<file path="src/rtl/core_seq_ctrl_pkg.sv">
// ----------------------------------------------------------------------------
// core_seq_ctrl_pkg : shared state/trap encodings and RV32I opcode constants
// Revision: 1.0
// ----------------------------------------------------------------------------
`default_nettype none

package core_seq_ctrl_pkg;

  typedef enum logic [2:0] {
    FETCH  = 3'd0,
    DECODE = 3'd1,
    EXEC   = 3'd2,
    MEM    = 3'd3,
    WB     = 3'd4,
    TRAP   = 3'd5
  } seq_state_t;

  typedef enum logic [1:0] {
    TC_NONE    = 2'd0,
    TC_ILLEGAL = 2'd1,
    TC_IMEM_TO = 2'd2,
    TC_DMEM_TO = 2'd3
  } trap_cause_t;

  localparam logic [6:0] OPC_LUI    = 7'b0110111;
  localparam logic [6:0] OPC_AUIPC  = 7'b0010111;
  localparam logic [6:0] OPC_JAL    = 7'b1101111;
  localparam logic [6:0] OPC_JALR   = 7'b1100111;
  localparam logic [6:0] OPC_BRANCH = 7'b1100011;
  localparam logic [6:0] OPC_LOAD   = 7'b0000011;
  localparam logic [6:0] OPC_STORE  = 7'b0100011;
  localparam logic [6:0] OPC_OP_IMM = 7'b0010011;
  localparam logic [6:0] OPC_OP     = 7'b0110011;

  function automatic logic is_legal_opcode(input logic [6:0] opc);
    case (opc)
      OPC_LUI, OPC_AUIPC, OPC_JAL, OPC_JALR, OPC_BRANCH,
      OPC_LOAD, OPC_STORE, OPC_OP_IMM, OPC_OP: is_legal_opcode = 1'b1;
      default:                                 is_legal_opcode = 1'b0;
    endcase
  endfunction

endpackage

`default_nettype wire

</file>
<file path="src/rtl/core_seq_ctrl_mem_wdog.sv">
// ----------------------------------------------------------------------------
// core_seq_ctrl_mem_wdog : saturating memory-ack timeout counter
// Revision: 1.0
// ----------------------------------------------------------------------------
`default_nettype none

module core_seq_ctrl_mem_wdog #(
  parameter int LIMIT = 255
) (
  input  logic clk,
  input  logic rst_n,
  input  logic clear,
  input  logic count,
  output logic expired
);

  localparam int c_cnt_w = (LIMIT < 2) ? 1 : $clog2(LIMIT + 1);

  if (LIMIT == 0) begin : g_wdog_off
    logic w_unused;
    assign w_unused = ^{clk, rst_n, clear, count};
    assign expired  = 1'b0;
  end else begin : g_wdog_on
    logic [c_cnt_w-1:0] r_cnt;

    always_ff @(posedge clk or negedge rst_n) begin
      if (!rst_n) begin
        r_cnt <= '0;
      end else if (clear) begin
        r_cnt <= '0;
      end else if (count && (r_cnt != c_cnt_w'(LIMIT))) begin
        r_cnt <= r_cnt + c_cnt_w'(1);
      end
    end

    // Fires in the cycle whose count would reach LIMIT; the caller lets an ack win.
    assign expired = count && (r_cnt == c_cnt_w'(LIMIT - 1));
  end

endmodule

`default_nettype wire

</file>
<file path="src/rtl/core_seq_ctrl.sv">
// ----------------------------------------------------------------------------
// core_seq_ctrl : multi-cycle RV32I sequencer (fetch/decode/exec/mem/wb/trap)
// Optional macro CORE_SEQ_PERF_CNT_EN adds cycle_cnt / instret_cnt outputs.
// Revision: 1.0
// ----------------------------------------------------------------------------
`default_nettype none

module core_seq_ctrl
  import core_seq_ctrl_pkg::*;
#(
  parameter int TIMEOUT_CYCLES = 255,
  parameter int CNT_W          = 64
) (
  input  logic             clk,
  input  logic             rst_n,
  input  logic             stall,
  output logic             imem_req,
  input  logic             imem_ack,
  output logic             ir_we,
  output logic             dec_en,
  input  logic [6:0]       opcode,
  input  logic [4:0]       rd,
  input  logic             dec_s,
  input  logic             dec_l,
  input  logic             dec_w,
  input  logic             dec_b,
  input  logic             br_taken,
  output logic             dmem_req,
  output logic             dmem_we,
  input  logic             dmem_ack,
  output logic             rf_we,
  output logic             pc_we,
  output logic             pc_sel,
  output logic             retire,
  output logic             halted,
`ifdef CORE_SEQ_PERF_CNT_EN
  output logic [CNT_W-1:0] cycle_cnt,
  output logic [CNT_W-1:0] instret_cnt,
`endif
  output logic [1:0]       trap_cause
);

  if (CNT_W < 1 || TIMEOUT_CYCLES < 0) begin : g_param_chk
    $error("core_seq_ctrl: illegal CNT_W or TIMEOUT_CYCLES");
  end

  seq_state_t  r_state, w_state_nxt;
  trap_cause_t r_trap_cause, w_cause_nxt;
  logic        w_fetch_req;
  logic        w_wdog_clear, w_wdog_count, w_wdog_expired;

  // Gated by rst_n so an in-flight fetch drops the instant reset asserts.
  assign w_fetch_req = rst_n && !stall;

  always_ff @(posedge clk or negedge rst_n) begin
    if (!rst_n) begin
      r_state      <= FETCH;
      r_trap_cause <= TC_NONE;
    end else begin
      r_state      <= w_state_nxt;
      r_trap_cause <= w_cause_nxt;
    end
  end

  always_comb begin
    w_state_nxt = r_state;
    w_cause_nxt = r_trap_cause;
    case (r_state)
      FETCH: begin
        if (w_fetch_req) begin
          if (imem_ack) begin
            w_state_nxt = DECODE;
          end else if (w_wdog_expired) begin
            w_state_nxt = TRAP;
            w_cause_nxt = TC_IMEM_TO;
          end
        end
      end
      DECODE: begin
        if (is_legal_opcode(opcode)) begin
          w_state_nxt = EXEC;
        end else begin
          w_state_nxt = TRAP;
          w_cause_nxt = TC_ILLEGAL;
        end
      end
      EXEC: begin
        if (dec_l || dec_s)  w_state_nxt = MEM;
        else if (dec_w)      w_state_nxt = WB;
        else                 w_state_nxt = FETCH;
      end
      MEM: begin
        if (dmem_ack) begin
          w_state_nxt = dec_l ? WB : FETCH;
        end else if (w_wdog_expired) begin
          w_state_nxt = TRAP;
          w_cause_nxt = TC_DMEM_TO;
        end
      end
      WB:      w_state_nxt = FETCH;
      TRAP:    w_state_nxt = TRAP;
      default: w_state_nxt = FETCH;
    endcase
  end

  always_comb begin
    imem_req = 1'b0;
    ir_we    = 1'b0;
    dec_en   = 1'b0;
    dmem_req = 1'b0;
    dmem_we  = 1'b0;
    rf_we    = 1'b0;
    pc_we    = 1'b0;
    pc_sel   = 1'b0;
    retire   = 1'b0;
    halted   = 1'b0;
    case (r_state)
      FETCH: begin
        imem_req = w_fetch_req;
        ir_we    = w_fetch_req && imem_ack;
      end
      DECODE: dec_en = 1'b1;
      EXEC: begin
        dec_en = 1'b1;
        if (!(dec_l || dec_s || dec_w)) begin
          pc_we  = 1'b1;
          pc_sel = dec_b && br_taken;
          retire = 1'b1;
        end
      end
      MEM: begin
        dmem_req = 1'b1;
        dmem_we  = dec_s;
        if (dmem_ack && !dec_l) begin
          pc_we  = 1'b1;
          retire = 1'b1;
        end
      end
      WB: begin
        rf_we  = (rd != 5'd0);
        pc_we  = 1'b1;
        pc_sel = dec_b;
        retire = 1'b1;
      end
      TRAP:    halted = 1'b1;
      default: ;
    endcase
  end

  assign trap_cause = r_trap_cause;

  assign w_wdog_count = (imem_req && !imem_ack) || (dmem_req && !dmem_ack);
  assign w_wdog_clear = (w_state_nxt != r_state) || (imem_req && imem_ack) ||
                        (dmem_req && dmem_ack);

  core_seq_ctrl_mem_wdog #(
    .LIMIT (TIMEOUT_CYCLES)
  ) u_mem_wdog (
    .clk     (clk),
    .rst_n   (rst_n),
    .clear   (w_wdog_clear),
    .count   (w_wdog_count),
    .expired (w_wdog_expired)
  );

`ifdef CORE_SEQ_PERF_CNT_EN
  logic [CNT_W-1:0] r_cycle_cnt, r_instret_cnt;

  always_ff @(posedge clk or negedge rst_n) begin
    if (!rst_n) begin
      r_cycle_cnt   <= '0;
      r_instret_cnt <= '0;
    end else begin
      if (r_state != TRAP) r_cycle_cnt   <= r_cycle_cnt + CNT_W'(1);
      if (retire)          r_instret_cnt <= r_instret_cnt + CNT_W'(1);
    end
  end

  assign cycle_cnt   = r_cycle_cnt;
  assign instret_cnt = r_instret_cnt;
`endif

endmodule

`default_nettype wire
</file>
<file path="config.mk">
export PLATFORM = sky130hd
export DESIGN_NAME = core_seq_ctrl
export DESIGN_NICKNAME = d
export VERILOG_FILES = /design/src/rtl/core_seq_ctrl_pkg.sv /design/src/rtl/core_seq_ctrl_mem_wdog.sv /design/src/rtl/core_seq_ctrl.sv
export SDC_FILE = /design/constraint.sdc
export NUM_CORES = 1
export LEC_CHECK = 0
export BUFFER_PORTS_ARGS = -buffer_cell sky130_fd_sc_hd__buf_2
export CAP_MARGIN = 10
export CORE_UTILIZATION = 42
export DETAILED_ROUTE_END_ITERATION = 16
export PLACE_DENSITY = 0.75
export SLEW_MARGIN = 25
export SYNTH_ARGS = -nofsm -noshare
export SYNTH_HDL_FRONTEND = slang
export SYNTH_SLANG_ARGS = --single-unit
</file>
<file path="constraint.sdc">
create_clock -name clk -period 2.75 [get_ports clk]
set_input_delay 0.1375 -clock clk [delete_from_list [all_inputs] [get_ports clk]]
set_output_delay 0.1375 -clock clk [all_outputs]
set_load 0.005 [all_outputs]
</file>
==> results.tsv <==
metric	value	unit
drive_gt1_share	31.5	%
cp.arrival	2.35	ns
num_rows	17	
min_to	r_state[0]$_DFF_PN0_	
cts_max_level	1	
routedWlPerCell	12.4	um
period_share	79.3	%
path_class	reg -> reg	
top_usage_layer	met2	
power_density	675	nW/um^2
r2r_cells	5	
hold_viol_final	0	
crit_path_start_kind	flop	
area_growth	19.9	%
r2r-end	trap_cause[0]$_DFFE_PN0P_	
dr.pass1.iters	4	
critPathCaptureType	flop	
io_pins	34	
yosys_warnings	0	
final_core_util	53.5	%
relSlewSlack	65.5	%
ys_types	44	
cap_viol_max_count	0	
slew_viol_final	0	
grt_usage	18.4	%
hold_class	in -> reg	
gp_congestion	0.920	
crit_fanout	11	
synth-seq-cells	13	
vias	917	
p_leak	0.551	nW
cts_tree	done	
detail-route-antenna-nets	0	
required	2.92	ns
setup_viol	0	
synth_edf_count	0	
synth_cells	110	
rsz0062_at_grt	false	
insertedDiodeCount	0	
fmax	459	MHz
final_common_cell	buf_2	
cts_resized	0	
fin_total_pwr	0.798	mW
layout_common_cells	33 x buf_2, 13 x dfrtp_1, 12 x nor2_1	
syn-num-nets	134	
finalClockSkew	0.00209	ns
drt_iter0_markers	8	
via_per_inst	5.36	
grt_pass1_wl	3500	um
avgSynthCellArea	8.96	sq um
worst_slew_pin_slew	0.517	ns
cts.clk_slew.worst_paths	0.07	ns
hold_start	imem_ack	
clkSinkCount	13	
grt_use_met2	31.3	%
min_period	2.18	ns
netlist_area	986	sq um
fp.dieH	50.5	um
routed_wl	2120	um
numCtsBuffers	3	
min_path_cells	3	
synth_ff_type	dfrtp_1	
ir_drop	0.000338	V
r2r_setup_slack	0.57	ns
portBuffers	33	
ys_async_sr_fraction	100	%
r2r_start	r_state[2]$_DFF_PN0_	
grt_max_degree	21	
grtUsageMet1	23.7	%
die-area	2550	sq um
cts_setup_buffers	0	
antenna_found_initial	0	
drc	0	
grt_pass1_vias	826	
core_area	2210	sq um
clk_latency	0.28	ns
ys_seq_area_share	33.0	%
dp_hpwl	1660	um
cts_buffer_depth	2	
start_util	44.6	%
tns	0	ns
status	finished, final reports clean	
grt_overflow	0	
fin_nets	168	
root_buffer	clkbuf_4	
die_x	50.5	um
grt_use_met3	0.909	%
==> Yosys cell counts (2+ instances only) <==
master	instances	area share, %
dfrtp_1	13	33
o21a_1	2	1.5
nand2b_1	5	3.2
a21oi_1	5	2.5
inv_1	2	0.76
and2_1	3	1.9
nand2_1	5	1.9
nor2b_1	4	2.5
buf_6	2	2.3
nand4_1	4	2.5
o21ai_0	3	1.5
and3_1	2	1.3
nand3b_1	2	1.5
nand3_1	6	3.0
ha_1	2	2.5
xor2_1	6	5.3
xnor2_1	2	1.8
buf_2	2	1.0
buf_4	2	1.5
o21bai_1	3	2.3
nor2_1	12	4.6
==> cell type report <==
type | count | area [sq um]
Clock buffer | 4 | 26.3
Fill cell | 213 | 1030
Inverter | 2 | 7.51
Multi-Input combinational cell | 89 | 606
Sequential cell | 13 | 325
Tap cell | 28 | 35.0
Timing Repair Buffer | 35 | 183
==> state kept, by name (all words and copies together) (netlist names) <==
register                    flops
r_state                         3
u_mem_wdog.g_wdog_on.r_cnt      8
trap_cause                      2
==> worst max-delay path, cell delays in order (launching register included) <==
cell	delay, ns
dfrtp_1	0.48
or4b_4	0.58
o22ai_2	0.38
and2_1	0.22
a31oi_1	0.06
mux2_4	0.33
==> how the worst max path moves through the flow <==
stage / startpoint / end / slack, ns / depth (start not counted)
CTS: r_state[2]$_DFF_PN0_ / trap_cause[0]$_DFFE_PN0P_ / 0.56 / 5
global placement: r_state[2]$_DFF_PN0_ / trap_cause[0]$_DFFE_PN0P_ / 0.67 / 5
finish: r_state[2]$_DFF_PN0_ / trap_cause[0]$_DFFE_PN0P_ / 0.57 / 5
detailed placement: r_state[2]$_DFF_PN0_ / trap_cause[0]$_DFFE_PN0P_ / 0.58 / 5
floorplan: r_state[1]$_DFF_PN0_ / trap_cause[0]$_DFFE_PN0P_ / 1.01 / 6
global route: r_state[0]$_DFF_PN0_ / trap_cause[0]$_DFFE_PN0P_ / 0.46 / 5
==> through the flow <==
step	hold slack, ns	worst slack (ns)	cells	instance area, sq um
floorplan	-0.158	1.01	110	986
global placement	0.103	0.672	166	1150
detailed placement	0.109	0.584	166	1150
CTS	0.210	0.563	171	1180
global route	0.238	0.456	171	1180
finish	0.217	0.569	171	1180
==> power by group <==
| part | switching, mW | internal [mW] | total, mW |
|---|---|---|---|
| clock | 0.0603 | 0.0563 | 0.117 |
| combinational | 0.197 | 0.189 | 0.386 |
| sequential | 0.0688 | 0.227 | 0.296 |
==> logic make-up (layout without fill, tap and decap cells) <==
| kind of cell | count (synthesis) | after routing | share of synthesized area [%] |
|---|---|---|---|
| xor gates and xnor gates | 8 | 8 | 7.11 |
| buffers and inverters | 8 | 41 | 5.58 |
| DFF | 13 | 13 | 33.0 |
| AOI/OAI and AO/OA | 25 | 25 | 19.5 |
| muxes | 1 | 1 | 1.52 |
| and+or+nand+nor | 53 | 53 | 30.7 |
| adders and majority gates | 2 | 2 | 2.54 |
==> routing by layer <==
| metal | wire length, um | vias up |
|---|---|---|
| met5 | 0 | - |
| met4 | 34 | 0 |
| met3 | 130 | 2 |
| met2 | 962 | 32 |
| met1 | 990 | 416 |
| li1 | - | 467 |
==> repair_timing <==
| action | CTS | global route |
|---|---|---|
| endpoints found under the hold margin | 13 | 0 |
| hold buffers | 1 | 0 |
| setup endpoints to repair | 0 | 0 |
Power figures use the tool's default switching activity.
